**src/rtl/mem_bus_arbiter_if.sv**
```systemverilog
// One memory-style request/completion port: command/address/data travel
// toward memory, and response/tag/data_out travel back to the requester.
interface mem_bus_arbiter_if;
    logic [1:0]  command;
    logic [63:0] addr;
    logic [63:0] data;
    logic [3:0]  response;
    logic [3:0]  tag;
    logic [63:0] data_out;

    modport master (
        output command, addr, data,
        input  response, tag, data_out
    );

    modport slave (
        input  command, addr, data,
        output response, tag, data_out
    );
endinterface

```
**src/rtl/mem_bus_arbiter.sv**
```systemverilog
// Shares the single memory port between the Dcache MSHR and the Icache,
// tracks which requester owns each outstanding load tag, and steers completions.
module mem_bus_arbiter #(
    parameter int NUM_TAGS     = 16,
    parameter int STARVE_LIMIT = 4
) (
    input  logic                    clock,
    input  logic                    reset,
    mem_bus_arbiter_if.slave        dcache,
    mem_bus_arbiter_if.slave        icache,
    mem_bus_arbiter_if.master       mem,
    output logic [4:0]              outstanding,
    output logic                    mem_idle,
    output logic                    spurious_tag
);

    localparam logic [1:0] BUS_NONE  = 2'd0;
    localparam logic [1:0] BUS_LOAD  = 2'd1;
    localparam logic [2:0] STARVE_MAX = 3'(STARVE_LIMIT);

    logic [NUM_TAGS-1:0] entry_valid;
    logic [NUM_TAGS-1:0] entry_owner;
    logic [2:0]          starve_cnt;

    logic d_req;
    logic i_req;
    logic d_wins;
    logic i_wins;
    logic alloc_load;
    logic entry_hit;

    // The Dcache normally has priority; once the Icache has been held off
    // long enough the counter hands it the port for one grant.
    always_comb begin
        d_req  = (dcache.command != BUS_NONE);
        i_req  = (icache.command != BUS_NONE);
        i_wins = i_req && (!d_req || (starve_cnt == STARVE_MAX));
        d_wins = d_req && !i_wins;

        mem.command     = BUS_NONE;
        mem.addr        = '0;
        mem.data        = '0;
        dcache.response = '0;
        icache.response = '0;

        if (i_wins) begin
            mem.command     = icache.command;
            mem.addr        = icache.addr;
            mem.data        = icache.data;
            icache.response = mem.response;
        end else if (d_wins) begin
            mem.command     = dcache.command;
            mem.addr        = dcache.addr;
            mem.data        = dcache.data;
            dcache.response = mem.response;
        end
    end

    // Completions are looked up in the registered table, so a tag that is
    // reissued this cycle still routes to its previous owner.
    always_comb begin
        alloc_load = (mem.command == BUS_LOAD) && (mem.response != 4'd0);
        entry_hit  = (mem.tag != 4'd0) && entry_valid[mem.tag];

        dcache.tag      = '0;
        dcache.data_out = '0;
        icache.tag      = '0;
        icache.data_out = '0;

        if (entry_hit) begin
            if (entry_owner[mem.tag]) begin
                icache.tag      = mem.tag;
                icache.data_out = mem.data_out;
            end else begin
                dcache.tag      = mem.tag;
                dcache.data_out = mem.data_out;
            end
        end

        mem_idle = (outstanding == 5'd0) && (mem.command == BUS_NONE);
    end

    // Clearing the completed entry before allocating lets a same-cycle
    // reissue of that tag leave the entry valid under its new owner.
    always_ff @(posedge clock or negedge reset) begin
        if (!reset) begin
            entry_valid  <= '0;
            entry_owner  <= '0;
            outstanding  <= '0;
            spurious_tag <= 1'b0;
            starve_cnt   <= '0;
        end else begin
            if (entry_hit) begin
                entry_valid[mem.tag] <= 1'b0;
            end
            if (alloc_load) begin
                entry_valid[mem.response] <= 1'b1;
                entry_owner[mem.response] <= i_wins;
            end

            case ({alloc_load, entry_hit})
                2'b10:   outstanding <= outstanding + 5'd1;
                2'b01:   outstanding <= outstanding - 5'd1;
                default: outstanding <= outstanding;
            endcase

            if ((mem.tag != 4'd0) && !entry_hit) begin
                spurious_tag <= 1'b1;
            end

            if (i_req && !(i_wins && (mem.response != 4'd0))) begin
                if (starve_cnt != STARVE_MAX) begin
                    starve_cnt <= starve_cnt + 3'd1;
                end
            end else begin
                starve_cnt <= '0;
            end
        end
    end

endmodule
```
**src/flat_wrapper.sv**
```systemverilog
// flat-port wrapper written by rule: the top's interface ports become plain ports
module mem_bus_arbiter_flat 
#(
    parameter int NUM_TAGS     = 16,
    parameter int STARVE_LIMIT = 4
)
  (clock, reset, outstanding, mem_idle, spurious_tag, dcache_command, dcache_addr, dcache_data, dcache_response, dcache_tag, dcache_data_out, icache_command, icache_addr, icache_data, icache_response, icache_tag, icache_data_out, mem_command, mem_addr, mem_data, mem_response, mem_tag, mem_data_out);
  mem_bus_arbiter_if dcache_i ();
  mem_bus_arbiter_if icache_i ();
  mem_bus_arbiter_if mem_i ();
  input  logic clock;
  input  logic reset;
  output logic [4:0] outstanding;
  output logic mem_idle;
  output logic spurious_tag;
  input wire logic [$bits(dcache_i.command)-1:0] dcache_command;
  input wire logic [$bits(dcache_i.addr)-1:0] dcache_addr;
  input wire logic [$bits(dcache_i.data)-1:0] dcache_data;
  output wire logic [$bits(dcache_i.response)-1:0] dcache_response;
  output wire logic [$bits(dcache_i.tag)-1:0] dcache_tag;
  output wire logic [$bits(dcache_i.data_out)-1:0] dcache_data_out;
  input wire logic [$bits(icache_i.command)-1:0] icache_command;
  input wire logic [$bits(icache_i.addr)-1:0] icache_addr;
  input wire logic [$bits(icache_i.data)-1:0] icache_data;
  output wire logic [$bits(icache_i.response)-1:0] icache_response;
  output wire logic [$bits(icache_i.tag)-1:0] icache_tag;
  output wire logic [$bits(icache_i.data_out)-1:0] icache_data_out;
  output wire logic [$bits(mem_i.command)-1:0] mem_command;
  output wire logic [$bits(mem_i.addr)-1:0] mem_addr;
  output wire logic [$bits(mem_i.data)-1:0] mem_data;
  input wire logic [$bits(mem_i.response)-1:0] mem_response;
  input wire logic [$bits(mem_i.tag)-1:0] mem_tag;
  input wire logic [$bits(mem_i.data_out)-1:0] mem_data_out;
  assign dcache_i.command = dcache_command;
  assign dcache_i.addr = dcache_addr;
  assign dcache_i.data = dcache_data;
  assign dcache_response = dcache_i.response;
  assign dcache_tag = dcache_i.tag;
  assign dcache_data_out = dcache_i.data_out;
  assign icache_i.command = icache_command;
  assign icache_i.addr = icache_addr;
  assign icache_i.data = icache_data;
  assign icache_response = icache_i.response;
  assign icache_tag = icache_i.tag;
  assign icache_data_out = icache_i.data_out;
  assign mem_command = mem_i.command;
  assign mem_addr = mem_i.addr;
  assign mem_data = mem_i.data;
  assign mem_i.response = mem_response;
  assign mem_i.tag = mem_tag;
  assign mem_i.data_out = mem_data_out;
  mem_bus_arbiter #(.NUM_TAGS(NUM_TAGS), .STARVE_LIMIT(STARVE_LIMIT)) u_core (.clock(clock), .reset(reset), .dcache(dcache_i), .icache(icache_i), .mem(mem_i), .outstanding(outstanding), .mem_idle(mem_idle), .spurious_tag(spurious_tag));
endmodule
```
**config.mk**
```make
export PLATFORM = sky130hd
export DESIGN_NAME = mem_bus_arbiter_flat
export DESIGN_NICKNAME = d
export VERILOG_FILES = /design/src/rtl/mem_bus_arbiter_if.sv /design/src/rtl/mem_bus_arbiter.sv /design/src/flat_wrapper.sv
export SDC_FILE = /design/constraint.sdc
export NUM_CORES = 1
export LEC_CHECK = 0
export ABC_CLOCK_PERIOD_IN_PS = 9200
export BUFFER_PORTS_ARGS = -buffer_cell sky130_fd_sc_hd__buf_4
export CAP_MARGIN = 20
export CORE_AREA = 5 5 235 237
export DETAILED_ROUTE_END_ITERATION = 12
export DIE_AREA = 0 0 240 242
export HOLD_SLACK_MARGIN = 0.03
export PLACE_DENSITY = 0.38
export SETUP_SLACK_MARGIN = 0.02
export SYNTH_ARGS = -nofsm -noshare
export SYNTH_HDL_FRONTEND = slang
export SYNTH_SLANG_ARGS = --single-unit
```
**constraint.sdc**
```tcl
create_clock -name clock -period 9.2 [get_ports clock]
set_input_delay 1.84 -clock clock [delete_from_list [all_inputs] [get_ports clock]]
set_output_delay 1.84 -clock clock [all_outputs]
set_load 0.005 [all_outputs]
```
==> run metrics, run 1 <==
setup violators final=0; Synth cell types=44; Detail Route Antenna Nets=0; area leader, netlist=a22o_1; worst slew pin tran=between 0.9 and 1 ns; number of flops mapped to enable cells by yosys=0; fillcell total=6024; chip width=240 um; Max FO, Critical Path=86; worst path bufs/invs=3; Tot Pwr=around 1500 uW; CTS Sinks=between 40 and 50; wire per inst=between 20 and 25 um; pwr/cell area=between 100 and 150 nW/um^2; CP cell instances=buf_4 -> mux2i_1 -> a22oi_1 -> nand3_4 -> buf_4 -> a211oi_1 -> buf_4; vias in the first global route=approximately 7600; CP Class=input pin to primary output; Starting Density=0.09954; Max Cap Viol=0; # IOs=between 600 and 700; first-pass GRT wire length=60.68 mm; Crit-path slowest cell=buf_4; register bit total from synthesis=around 40; Setup Fix Bufs, Post-CTS=0; CTS tree=done; Cells after Synth=about 650; Critical Path Source Type=input pin; Worst Path Arrival=~4.6 ns; status=complete, no violations; Top FF cell, synth=dfrtp_1; post-synthesis sequential area ratio=0.1942; Fin. Hold Viols=0; min Tclk post-route=between 6 and 7 ns; Finished Layout Cells=~1900; placed cell count=1884; detailed placer's ending HPWL=around 40 mm; Rows=85; post-synth top area share=0.2122; Slew HR=0.3441; Layout area overhead=101.4%; Nets=1534; CTS clk-pin slew, worst paths=0.06 ns; Crit path largest cell delay=approximately 0.67 ns; Syn. warnings=0; Worst path top cell family by delay=buffers and inverters; drt total wl=45.93 mm; CTS resizes=0; Peak VDD IR=~0.000085 V; Hold Path Class=flip-flop to flip-flop; 1st-iter DRT viols=between 200 and 300; Clock Tree Root=clkbuf_16; CTS buffer count=5; setup TNS=0 ns; gr usage total=0.1448; Final period util=0.6974; most used cell, CP=buf_4; clock skew=0.003804 ns; Synth area leaders=a22o_1, dfrtp_1, a211oi_1; hold buffers post-CTS=0; Crit. End Element=primary output; Clock Tree Buf Depth=2; drt pass-1 iters=4; P_leak=~0.0054 uW; via-per-instance ratio=around 4; Max Slew Vio Count=0; DRC viols=0; clk_lat worst skew=about 0.29 ns; RSZ-0062 raised after global routing=no; Synth async-reset ratio=1.000; gpl congestion=0.8677; max frequency=about 160 MHz; port bufs=approximately 610; CTS H-tree depth=2; share of cells above drive strength 1=0.5769; grt total ovfl=0; Core ar.=between 50000 and 60000 um^2; DR vias=7591; synthesized area=roughly 5300 um^2; Mean Syn Cell Area=8.102 um^2; largest net degree at the start of global routing=around 130; WP data required=7.36 ns; die height=around 240 um; initial antenna violation count=16; DIE AREA=~58000 um^2; syn nets=about 1000
## metal layers
metal / share of wire / vias to the layer above / track usage
met5: 0.0028 / - / 0
met3: 0.090 / 30 / 0.04258
met4: 0.0093 / 18 / 0.02153
met2: 0.56 / 389 / 0.2946
li1: - / 3582 / -
met1: 0.34 / 3572 / 0.1452
## synth_stat cells (10+ instances only)
cell type	n
and2_1	10
o21ai_0	12
a211oi_1	104
a21oi_1	11
mux2_2	16
clkbuf_1	43
a22o_1	128
buf_2	25
dfrtp_1	41
inv_1	71
nand2_1	40
a211oi_2	29
nor2_1	26
## per-stage QoR
step	hold slack [ns]	setup slack [ns]	area, um^2	util
final	0.3800	2.784	10640	0.2004
after detailed placement	0.3686	2.780	10450	0.1969
after global placement	0.3840	2.859	10450	0.1969
after global routing	0.4012	2.579	10630	0.2003
after CTS	0.3831	2.778	10630	0.2002
after floorplan	0.4246	4.055	5283	-
## layout make-up
cell class | instances | area (um^2) | share of cell area
Inverter | 71 | 266.5 | 0.02505
Clock buffer | 6 | 138.9 | 0.01306
Tap cell | 696 | 870.8 | 0.08186
Sequential cell | 41 | 1026 | 0.09645
Multi-Input combinational cell | 455 | 3611 | 0.3394
Clock inverter | 2 | 37.54 | 0.003529
Antenna cell | 5 | 12.51 | 0.001176
Timing Repair Buffer | 621 | 4674 | 0.4394
## sequential cells by signal (all words and copies together), names as in the netlist
signal	flops
u_core.entry_owner	16
u_core.entry_valid	16
u_core.outstanding	5
u_core.spurious_tag	1
u_core.starve_cnt	3
## cell families (layout without fill, tap and decap cells)
logic type / after synthesis / after routing / share of synthesized area
DFF: 41 / 41 / 0.1942
and+or+nand+nor: 116 / 116 / 0.1078
muxes: 29 / 29 / 0.07129
xor gates and xnor gates: 7 / 7 / 0.01161
AOI/OAI and AO/OA: 298 / 298 / 0.4751
other: 0 / 5 / 0
buffers and inverters: 156 / 700 / 0.1281
adders and majority gates: 5 / 5 / 0.01184
## final timing paths
check,start,end,slack (ns),depth (start not counted)
max,mem_tag[0],icache_data_out[56],2.78,7
min reg2reg,u_core.entry_owner[0],u_core.entry_owner[0],0.38,0
min in group asynchronous,reset,u_core.entry_valid[0],1.55,1
max reg2reg,u_core.starve_cnt[0],u_core.outstanding[4],5.74,12
max in group asynchronous,reset,u_core.outstanding[4],7.23,1
min,u_core.entry_owner[0],u_core.entry_owner[0],0.38,0
## power breakdown
| group | leakage, uW | internal [uW] | switching (uW) | total [uW] |
|---|---|---|---|---|
| logic | 0.00475 | 478 | 506 | 984 |
| registers | 0.000524 | 232 | 44.3 | 277 |
| clock network | 0.0000831 | 136 | 77.5 | 213 |
| total | 0.00536 | 846 | 627 | 1470 |
## cells in the final DEF, fill, tap and decap left out, types with 2 or more instances in the layout
cell type  instances
a22oi_1            2
o31ai_1            2
a211o_1            2
and2_1            10
dfrtp_1           41
nand2_1           40
nor3_1             2
mux2i_1            8
diode_2            5
a22o_1           128
or2_2              3
mux4_2             4
nand2b_1           7
buf_4            620
a21oi_1           11
clkbuf_16          5
o41ai_1            2
nand3_4            2
o21ai_0           12
mux2_2            16
nand4_1            5
a22oi_2            3
nor2_4             2
nor4_1             2
xor2_1             5
inv_1             71
xnor2_1            2
nor2b_1            6
a211oi_2          29
a211oi_1         104
nor2_1            24
ha_1               5
nand3_1            6
(Power assumes the default switching activity.)
==> inputs of run 2 (changes only) <==
--- a/config.mk
+++ b/config.mk
@@ -5,7 +5,7 @@
 export SDC_FILE = /design/constraint.sdc
 export NUM_CORES = 1
 export LEC_CHECK = 0
-export ABC_CLOCK_PERIOD_IN_PS = 9200
+export ABC_CLOCK_PERIOD_IN_PS = 6300
 export BUFFER_PORTS_ARGS = -buffer_cell sky130_fd_sc_hd__buf_4
 export CAP_MARGIN = 20
 export CORE_AREA = 5 5 235 237
==> constraint.sdc (replaced) <==
create_clock -name clock -period 6.3 [get_ports clock]
set_input_delay 1.26 -clock clock [delete_from_list [all_inputs] [get_ports clock]]
set_output_delay 1.26 -clock clock [all_outputs]
set_load 0.005 [all_outputs]
==> run metrics, run 2 (same netlist as run 1, synthesis figures left out) <==
Flop pwr share=0.189 (about the same); 1st-iter DRT viols=227 (-13%); DRC viols=0 (unchanged); drt pass-1 iters=4 (unchanged); CTS tree=done; vias in the first global route=7834 (+2.6%); CTS clk-pin slew, worst paths=0.06 ns (about the same); Worst path top cell family by delay=buffers and inverters; Max Cap Viol=0 (unchanged); CTS Sinks=41 (unchanged); die height=242 um (unchanged); gpl congestion=0.8410 (-3.1%); initial antenna violation count=13 (-3); first-pass GRT wire length=61.51 mm (+1.4%); DIE AREA=58080 um^2 (unchanged); Finished Layout Cells=1909 (+0.63%); largest net degree at the start of global routing=148 (+11%); hold-critical path depth=0 (unchanged); flop-to-flop setup slack=2.81 ns (-2.93 ns); CTS buffer count=5 (unchanged); Peak VDD IR=0.0001376 V (+61%); chip width=240 um (unchanged); # IOs=615 (unchanged); CP Class=input pin to primary output; worst r2r src=u_core.starve_cnt[0]; Max Slew Vio Count=0 (unchanged); setup TNS=0 ns (unchanged); setup violators final=0 (unchanged); Layout area overhead=103.3%; Rows=85 (unchanged); Clock Tree Root=clkbuf_16; worst path bufs/invs=3 (unchanged); min Tclk post-route=about 5.0 ns; clk_lat worst skew=0.29 ns (about the same); Register-to-Register Path Depth=12 (unchanged); drt total wl=46.29 mm (+0.79%); Nets=1548 (+0.91%); Core ar.=53070 um^2 (unchanged); most used cell, CP=buf_4; most frequent cells in the layout=buf_4, a22o_1, a211oi_1; Max FO, Critical Path=82 (-4.7%); CTS H-tree depth=2 (unchanged); clock skew=0.005085 ns (+0.001281 ns); gr usage total=0.1461 (+0.001349); detailed placer's ending HPWL=41.04 mm (+2.0%); max frequency=around 200 MHz; biggest regs=u_core.entry_owner: 16 flops, u_core.entry_valid: 16 flops, u_core.outstanding: 5 flops; port bufs=614 (unchanged); Setup Fix Bufs, Post-CTS=0 (unchanged); pwr/cell area=199.5 nW/um^2 (+44%); DR vias=7684 (+1.2%); Fin. Hold Viols=0 (unchanged); worst slew pin tran=0.9928 ns (+0.008993 ns); Slew HR=0.3366 (-0.007566); Worst Path Arrival=3.73 ns (-0.85 ns); Crit Reg-Reg Endpoint=u_core.outstanding[4]; status=complete, no violations; Crit path largest cell delay=0.79 ns (+0.12 ns); Sw Share=0.4302 (+0.004379); clock power share=0.129 (-0.016); Detail Route Antenna Nets=0 (unchanged); RSZ-0062 raised after global routing=no; Crit-path slowest cell=buf_4; Int Power=1221 uW (+44%); most common cell after layout, fill and taps aside=buf_4; share of cells above drive strength 1=0.5818 (+0.004895); Starting Density=0.09954 (unchanged); P_leak=0.005426 uW (+1.3%); wire per inst=24.25 um (+0.16%); Worst Hold Launch=u_core.entry_valid[0]; Crit. End Element=primary output; Final period util=0.7914; Gate power share=0.682 (+0.014); Critical Path Source Type=input pin; WHS Endpoint=u_core.entry_valid[0]; CTS resizes=0 (unchanged); Hold Path Class=flip-flop to flip-flop; placed cell count=1898 (+0.74%); grt total ovfl=0 (unchanged); hold buffers post-CTS=0 (unchanged); CP cell instances=buf_4 -> mux2i_1 -> a22oi_1 -> nand3_4 -> buf_4 -> a211oi_1 -> buf_4; Clock Tree Buf Depth=2 (unchanged); Psw=921.8 uW (+47%); WP data required=5.04 ns (-2.32 ns); via-per-instance ratio=4.025 (+0.59%)
## run 2: power groups by stage
| stage | Combinational, uW | Clock, uW | Sequential (uW) |
|---|---|---|---|
| 2_1_floorplan | 673 | 0 | 390 |
| 3_3_place_gp | 1500 | 0 | 408 |
| 3_5_place_dp | 1500 | 0 | 408 |
| 4_1_cts | 1500 | 290 | 404 |
| 5_1_grt | 1580 | 298 | 414 |
| 6_report | 1460 | 276 | 405 |
## run 2: cell type report
type / count / area [um^2]
fill: 5991 / 42330
timing repair buffer: 635 / 4805
multi-input combinational: 455 / 3611
sequential: 41 / 1026
tap: 696 / 870.8
inverter: 71 / 266.5
clock buffer: 6 / 138.9
clock inverter: 2 / 13.76
antenna: 3 / 7.507
## run 2: per-stage QoR
step | power, uW | setup slack (ns) | cell area (um^2) | util | hold slack, ns
after floorplan | 1063 | 2.209 | 5283 | - | 0.4246
after global placement | 1904 | 1.343 | 10580 | 0.1993 | 0.3957
after detailed placement | 1909 | 1.319 | 10580 | 0.1993 | 0.3792
after CTS | 2199 | 1.317 | 10730 | 0.2022 | 0.3939
after global routing | 2289 | 1.103 | 10730 | 0.2022 | 0.4013
final | 2142 | 1.314 | 10740 | 0.2024 | 0.3881
## run 2: worst register-to-register path: cells and delay by family, from the launching register on
kind / cells / cell delay (ns)
AOI/OAI and AO/OA: 3 / 1.19
buffers and inverters: 1 / 0.07
xor gates and xnor gates: 2 / 0.32
adders and majority gates: 3 / 0.80
DFF: 1 / 0.41
and+or+nand+nor: 3 / 0.54
## run 2: metal layers
| metal | GRT usage | routed length (um) |
|---|---|---|
| met4 | 0.01886 | 716 |
| met3 | 0.04167 | 3973 |
| met1 | 0.1478 | 15960 |
| met2 | 0.2982 | 25540 |
| met5 | 0 | 102 |
## run 2: worst max path at each step
stage               cells past startpoint                     to       start
floorplan                              16  u_core.outstanding[4]  mem_tag[1]
global placement                        7    icache_data_out[40]  mem_tag[0]
detailed placement                      7    dcache_data_out[37]  mem_tag[0]
CTS                                     7    dcache_data_out[36]  mem_tag[0]
global route                            7    icache_data_out[40]  mem_tag[0]
finish                                  7    icache_data_out[40]  mem_tag[0]
